`src/rtl/display_pkg.sv`:
```
// Shared constants for the coffee-machine display scan: state bit positions,
// anode/segment patterns and the scan FSM state type.
package display_pkg;

    localparam int S0_BIT = 0;
    localparam int S1_BIT = 1;
    localparam int S2_BIT = 2;
    localparam int S3_BIT = 3;
    localparam int SR_BIT = 4;
    localparam int SP_BIT = 5;
    localparam int SN_BIT = 6;
    localparam int VL_BIT = 7;

    localparam logic [3:0] ANODE_D0  = 4'b0111;
    localparam logic [3:0] ANODE_D1  = 4'b1011;
    localparam logic [3:0] ANODE_D2  = 4'b1101;
    localparam logic [3:0] ANODE_D3  = 4'b1110;
    localparam logic [3:0] ANODE_OFF = 4'hF;
    localparam logic [6:0] SEG_BLANK = 7'h7F;

    typedef enum logic [1:0] {
        IDLE,
        BLANK,
        SHOW
    } scan_state_t;

    // Digit 0 is the leftmost position, which sits on anode bit 3.
    function automatic logic [3:0] anode_for(input logic [1:0] digit);
        logic [3:0] pattern;
        case (digit)
            2'd0:    pattern = ANODE_D0;
            2'd1:    pattern = ANODE_D1;
            2'd2:    pattern = ANODE_D2;
            default: pattern = ANODE_D3;
        endcase
        return pattern;
    endfunction

    function automatic logic is_one_hot(input logic [VL_BIT:S0_BIT] bus);
        return (bus != '0) && ((bus & (bus - 8'd1)) == '0);
    endfunction

endpackage

```
`src/rtl/scan_prescaler.sv`:
```
// Digit-slot prescaler: counts 0..SCAN_DIV-1 and reports slot end, the sample
// cycle and whether the next count falls inside the blanking window.
module scan_prescaler #(
    parameter int SCAN_DIV     = 50000,
    parameter int BLANK_CYCLES = 8,
    parameter int DIV_WIDTH    = 16
) (
    input  logic       clock,
    input  logic       reset,
    input  logic       i_restart,
    output logic       o_slotEnd,
    output logic       o_sampleNow,
`ifdef DISPLAY_DIM_EN
    output logic [1:0] o_nextTop,
`endif
    output logic       o_nextBlank
);

    localparam logic [DIV_WIDTH-1:0] LAST_COUNT   = DIV_WIDTH'(SCAN_DIV - 1);
    localparam logic [DIV_WIDTH-1:0] BLANK_END    = DIV_WIDTH'(BLANK_CYCLES);
    localparam logic [DIV_WIDTH-1:0] SAMPLE_COUNT = DIV_WIDTH'(BLANK_CYCLES - 1);

    logic [DIV_WIDTH-1:0] r_count;
    logic [DIV_WIDTH-1:0] w_next;

    // Restart wins over the natural wrap so a new message always starts a fresh slot.
    always_comb begin
        w_next = r_count + 1'b1;
        if (i_restart || (r_count == LAST_COUNT)) begin
            w_next = '0;
        end
    end

    always_ff @(posedge clock or posedge reset) begin
        if (reset) begin
            r_count <= '0;
        end else begin
            r_count <= w_next;
        end
    end

    assign o_slotEnd   = (r_count == LAST_COUNT);
    assign o_sampleNow = (r_count == SAMPLE_COUNT);
    assign o_nextBlank = (w_next < BLANK_END);
`ifdef DISPLAY_DIM_EN
    assign o_nextTop   = w_next[DIV_WIDTH-1 -: 2];
`endif

endmodule

```
`src/rtl/display_scan_ctrl.sv`:
```
// 4-digit multiplexed 7-segment scan controller with anti-ghosting blanking.
// Optional brightness control via the DISPLAY_DIM_EN macro (adds the dim port).
module display_scan_ctrl
    import display_pkg::*;
#(
    parameter int SCAN_DIV     = 50000,
    parameter int BLANK_CYCLES = 8,
    parameter int DIV_WIDTH    = 16
) (
    input  logic              clock,
    input  logic              reset,
    input  logic [VL_BIT:0]   state_bus,
    input  logic [6:0]        seg_in,
`ifdef DISPLAY_DIM_EN
    input  logic [1:0]        dim,
`endif
    output logic [1:0]        contador,
    output logic [3:0]        digit_n,
    output logic [6:0]        seg_n,
    output logic              state_err
);

    scan_state_t      r_state;
    scan_state_t      w_stateNext;
    logic [VL_BIT:0]  r_stateCopy;
    logic [1:0]       r_contador;
    logic [1:0]       w_contadorNext;
    logic [6:0]       r_segReg;
    logic [6:0]       w_segRegNext;
    logic [3:0]       r_digitN;
    logic [3:0]       w_digitNext;
    logic [6:0]       r_segN;
    logic [6:0]       w_segNext;
    logic             r_stateErr;

    logic             w_valid;
    logic             w_restart;
    logic             w_slotEnd;
    logic             w_sampleNow;
    logic             w_nextBlank;
`ifdef DISPLAY_DIM_EN
    logic [1:0]       w_nextTop;
`endif

    // An invalid bus, a new valid state or leaving IDLE all restart the slot at the leftmost digit.
    assign w_valid   = is_one_hot(state_bus);
    assign w_restart = !w_valid || (state_bus != r_stateCopy) || (r_state == IDLE);

    scan_prescaler #(
        .SCAN_DIV     (SCAN_DIV),
        .BLANK_CYCLES (BLANK_CYCLES),
        .DIV_WIDTH    (DIV_WIDTH)
    ) u_prescaler (
        .clock       (clock),
        .reset       (reset),
        .i_restart   (w_restart),
        .o_slotEnd   (w_slotEnd),
        .o_sampleNow (w_sampleNow),
`ifdef DISPLAY_DIM_EN
        .o_nextTop   (w_nextTop),
`endif
        .o_nextBlank (w_nextBlank)
    );

    always_ff @(posedge clock or posedge reset) begin
        if (reset) begin
            r_state     <= IDLE;
            r_stateCopy <= '0;
            r_contador  <= 2'b00;
            r_segReg    <= '0;
            r_digitN    <= ANODE_OFF;
            r_segN      <= SEG_BLANK;
            r_stateErr  <= 1'b0;
        end else begin
            r_state     <= w_stateNext;
            r_stateCopy <= state_bus;
            r_contador  <= w_contadorNext;
            r_segReg    <= w_segRegNext;
            r_digitN    <= w_digitNext;
            r_segN      <= w_segNext;
            r_stateErr  <= r_stateErr | ~w_valid;
        end
    end

    // Outputs are computed from next-cycle values so the registered pins line up with the FSM state.
    always_comb begin
        w_stateNext    = r_state;
        w_contadorNext = r_contador;
        w_segRegNext   = r_segReg;
        w_digitNext    = ANODE_OFF;
        w_segNext      = SEG_BLANK;

        if (!w_valid) begin
            w_stateNext    = IDLE;
            w_contadorNext = 2'b00;
        end else if (w_restart) begin
            w_stateNext    = BLANK;
            w_contadorNext = 2'b00;
        end else begin
            if (w_slotEnd) begin
                w_contadorNext = r_contador + 2'd1;
            end
            if (w_sampleNow) begin
                w_segRegNext = seg_in;
            end
            w_stateNext = w_nextBlank ? BLANK : SHOW;
        end

        if (w_stateNext == SHOW) begin
`ifdef DISPLAY_DIM_EN
            w_digitNext = (w_nextTop <= dim) ? anode_for(w_contadorNext) : ANODE_OFF;
`else
            w_digitNext = anode_for(w_contadorNext);
`endif
            w_segNext   = ~w_segRegNext;
        end
    end

    assign contador  = r_contador;
    assign digit_n   = r_digitN;
    assign seg_n     = r_segN;
    assign state_err = r_stateErr;

endmodule

```
`config.mk`:
```
export PLATFORM = sky130hd
export DESIGN_NAME = display_scan_ctrl
export DESIGN_NICKNAME = d
export VERILOG_FILES = /design/src/rtl/display_pkg.sv /design/src/rtl/scan_prescaler.sv /design/src/rtl/display_scan_ctrl.sv
export SDC_FILE = /design/constraint.sdc
export NUM_CORES = 1
export LEC_CHECK = 0
export CORE_MARGIN = 5
export CORE_UTILIZATION = 58
export DETAILED_ROUTE_END_ITERATION = 7
export GPL_ROUTABILITY_DRIVEN = 0
export HOLD_SLACK_MARGIN = 0.03
export PLACE_DENSITY = 0.84
export REMOVE_ABC_BUFFERS = 1
export SYNTH_ARGS = -nofsm -noshare
export SYNTH_HDL_FRONTEND = slang
export SYNTH_HIERARCHICAL = 1
export SYNTH_SLANG_ARGS = --single-unit
```
`constraint.sdc`:
```
create_clock -name clock -period 4.1 [get_ports clock]
set_clock_uncertainty 0.05 [all_clocks]
set_input_delay 0.82 -clock clock [delete_from_list [all_inputs] [get_ports clock]]
set_output_delay 0.82 -clock clock [all_outputs]
set_load 0.1 [all_outputs]
```
==> impl_metrics.toml <==
[setup_path]
reg2reg_slack_ns = 1.57
r2r-end = "digit_n[3]"
worst-setup-path-type = "in2reg"
r2r-start = "u_prescaler/r_count[5]"
cp_data_arrival_time_ns = 3.49
r2r_cells = 8
cp_max_fo = 12
critPathCapture = "digit_n[3]"
crit_path_end_kind = "flop"
startpoint_type = "primary input"
required_ns = 4.26
startpoint = "state_bus[1]"

[place]
io_buffers = 30
dp_hpwl_mm = 3.05
placed_area_mm2 = 0.00259

[routing]
viasPerCell = 5.51
drc_errors = 0
first_pass_iters = 4
vias = 1587
wl_per_cell_um = 14.7
postRouteAntennaNets = 0
drt_iter0_markers = 157
drt-total-wl_mm = 4.25

[clocking]
h-tree-depth = 2
postCtsSetupBuffers = 0
cts_tree = "yes"
insertion_delay_ns = 0.30
clk_path_buf_depth = 2
path_clk_slew_ns = 0.09
cts_resized = 0
cts-root-buf = "clkbuf_8"
cts_buffers = 5
clock-sinks = 47
cts_hold_buf = 0

[global_route]
grt_overflow_total = 0
grt_pass1_wl_mm = 7.11
grt_max_degree = 29
gr-usage-all-layers_pct = 17.5
antenna_found_initial = 0
grt_pass1_vias = 1498

[power_and_ir_drop]
powerDensity_mw_per_mm2 = 302
power_leakage_nw = 1.10
vdd_drop_max_mv = 0.248

[floorplanning]
die_w_um = 72.5
row_count = 22
core-area_mm2 = 0.00372
die-area_mm2 = 0.00526
start_util_pct = 61.0
ios = 31
die_h_um = 72.5

[timing]
slew_viol_final = 0
hold_viol_final = 0
max_freq_mhz = 300
relSlewSlack_pct = 32.8
setup_viol = 0
tightest_slew_ns = 1.01
rsz0062_at_grt = "no"
tns_ns = 0
period_needed_ns = 3.33
min_period_over_period_pct = 81.2

[final_layout]
layout.cells.most_common = "dfrtp_1"
final_cell_area_mm2 = 0.00269
area_growth_pct = 18.7
fin_nets = 257
fill_cells = 275
layout-drive-gt1-share_pct = 17.1
antennaDiodeCount = 0
layout_common_cells = "dfrtp_1 (36), clkdlybuf4s50_1 (30), nor2_1 (28)"

[worst_hold_path]
hold_class = "reg2reg"

[synthesis]
yosysSeqAreaShare_pct = 52.5
ys_warn_count = 6
syn_area_per_cell_um2 = 10.9
syn_inst = 208
synth_cell_types = 39
syn_area_mm2 = 0.00227
yosys_register_bits = 47

[job]
maxCapViolations = 0

[outcome]
outcome = "complete, no violations"
## state kept, by name (all words and copies together), names as in the netlist
name,flops
r_stateCopy,8
r_segReg,7
r_state,2
digit_n,4
state_err,1
contador,2
seg_n,7
u_prescaler/r_count,16
## cell usage after synthesis, drive strengths merged
master | n | area share, %
nand3b | 1 | 0.33
or3 | 3 | 0.83
and4 | 1 | 0.39
nor3b | 1 | 0.33
ha | 1 | 0.55
buf | 5 | 1.8
dfstp | 11 | 13
a41o | 1 | 0.44
or4 | 1 | 0.33
or2 | 2 | 0.55
o211ai | 1 | 0.94
nor2 | 28 | 4.6
nor3 | 9 | 2.2
inv | 6 | 0.99
nor4 | 4 | 2.0
nand2 | 19 | 3.1
xnor2 | 19 | 7.3
dfrtp | 36 | 40
and3 | 4 | 1.1
xor2 | 8 | 3.1
a21oi | 1 | 0.22
mux2 | 14 | 7.0
clkbuf | 3 | 0.50
nand4b | 4 | 1.5
and4bb | 1 | 0.55
a22oi | 1 | 0.33
nand3 | 8 | 1.8
o21ai | 5 | 1.1
o211a | 1 | 0.44
a211oi | 2 | 0.66
nand4 | 6 | 1.9
o2111a | 1 | 0.50
## worst min path at each step
stage	from	end	cells past startpoint
after floorplan	u_prescaler/r_count[0]	u_prescaler/r_count[0]	1
after global placement	state_err	state_err	1
after detailed placement	state_err	state_err	1
after CTS	state_err	state_err	1
after global routing	state_err	state_err	1
final	state_err	state_err	1
## kinds of logic after synthesis
| family | share of synthesized area, % |
|---|---|
| adder cells (fa/ha/maj) | 0.552 |
| AND/OR/NAND/NOR | 21.7 |
| buffers and inverters | 3.26 |
| XOR/XNOR | 10.4 |
| flip-flops | 52.5 |
| AO/OA/AOI/OAI | 4.64 |
| multiplexers | 6.95 |
## per-stage QoR
stage / power, W / setup WS [ns] / utilization, % / hold WS, ns / cells
3_3_place_gp: 0.000523 / 0.590 / 69.7 / 0.407 / 280
6_report: 0.000811 / 0.771 / 72.4 / 0.438 / 288
5_1_grt: 0.000840 / 0.513 / 72.4 / 0.474 / 288
3_5_place_dp: 0.000525 / 0.458 / 69.7 / 0.414 / 280
4_1_cts: 0.000818 / 0.764 / 72.4 / 0.440 / 288
2_1_floorplan: 0.000497 / 1.21 / - / 0.419 / 200
## worst max-delay path: stages
cell             delay, ns
clkdlybuf4s50_1       0.54
nor4_4                0.44
nand4b_1              0.14
nand4_1               0.23
o21ai_0               0.23
or2_1                 0.30
a41o_1                0.20
inv_1                 0.07
o211a_1               0.36
o21ai_0               0.14
## layer usage
metal | up-vias | part of all wire (%) | global-route usage, %
met5 | - | 0 | 0
met3 | 12 | 5.0 | 3.46
li1 | 773 | - | -
met1 | 752 | 44 | 23.5
met2 | 50 | 47 | 26.5
met4 | 0 | 3.3 | 10.0
## layout make-up
| class | instances | area, um^2 | share of cell area [%] |
|---|---|---|---|
| Multi-Input combinational cell | 147 | 1000 | 37.3 |
| Tap cell | 48 | 60.1 | 2.23 |
| Sequential cell | 47 | 1190 | 44.2 |
| Timing Repair Buffer | 32 | 315 | 11.7 |
| Inverter | 6 | 22.5 | 0.837 |
| Clock buffer | 6 | 82.6 | 3.07 |
| Clock inverter | 2 | 16.3 | 0.605 |
## power by group
group,leakage (nW),internal (W),switching [W]
Combinational,0.454,0.0000222,0.0000232
Clock,0.0474,0.000138,0.000159
Sequential,0.595,0.000468,0.00000170
Total,1.10,0.000628,0.000184
No activity file was read; power rests on OpenSTA's default activity.
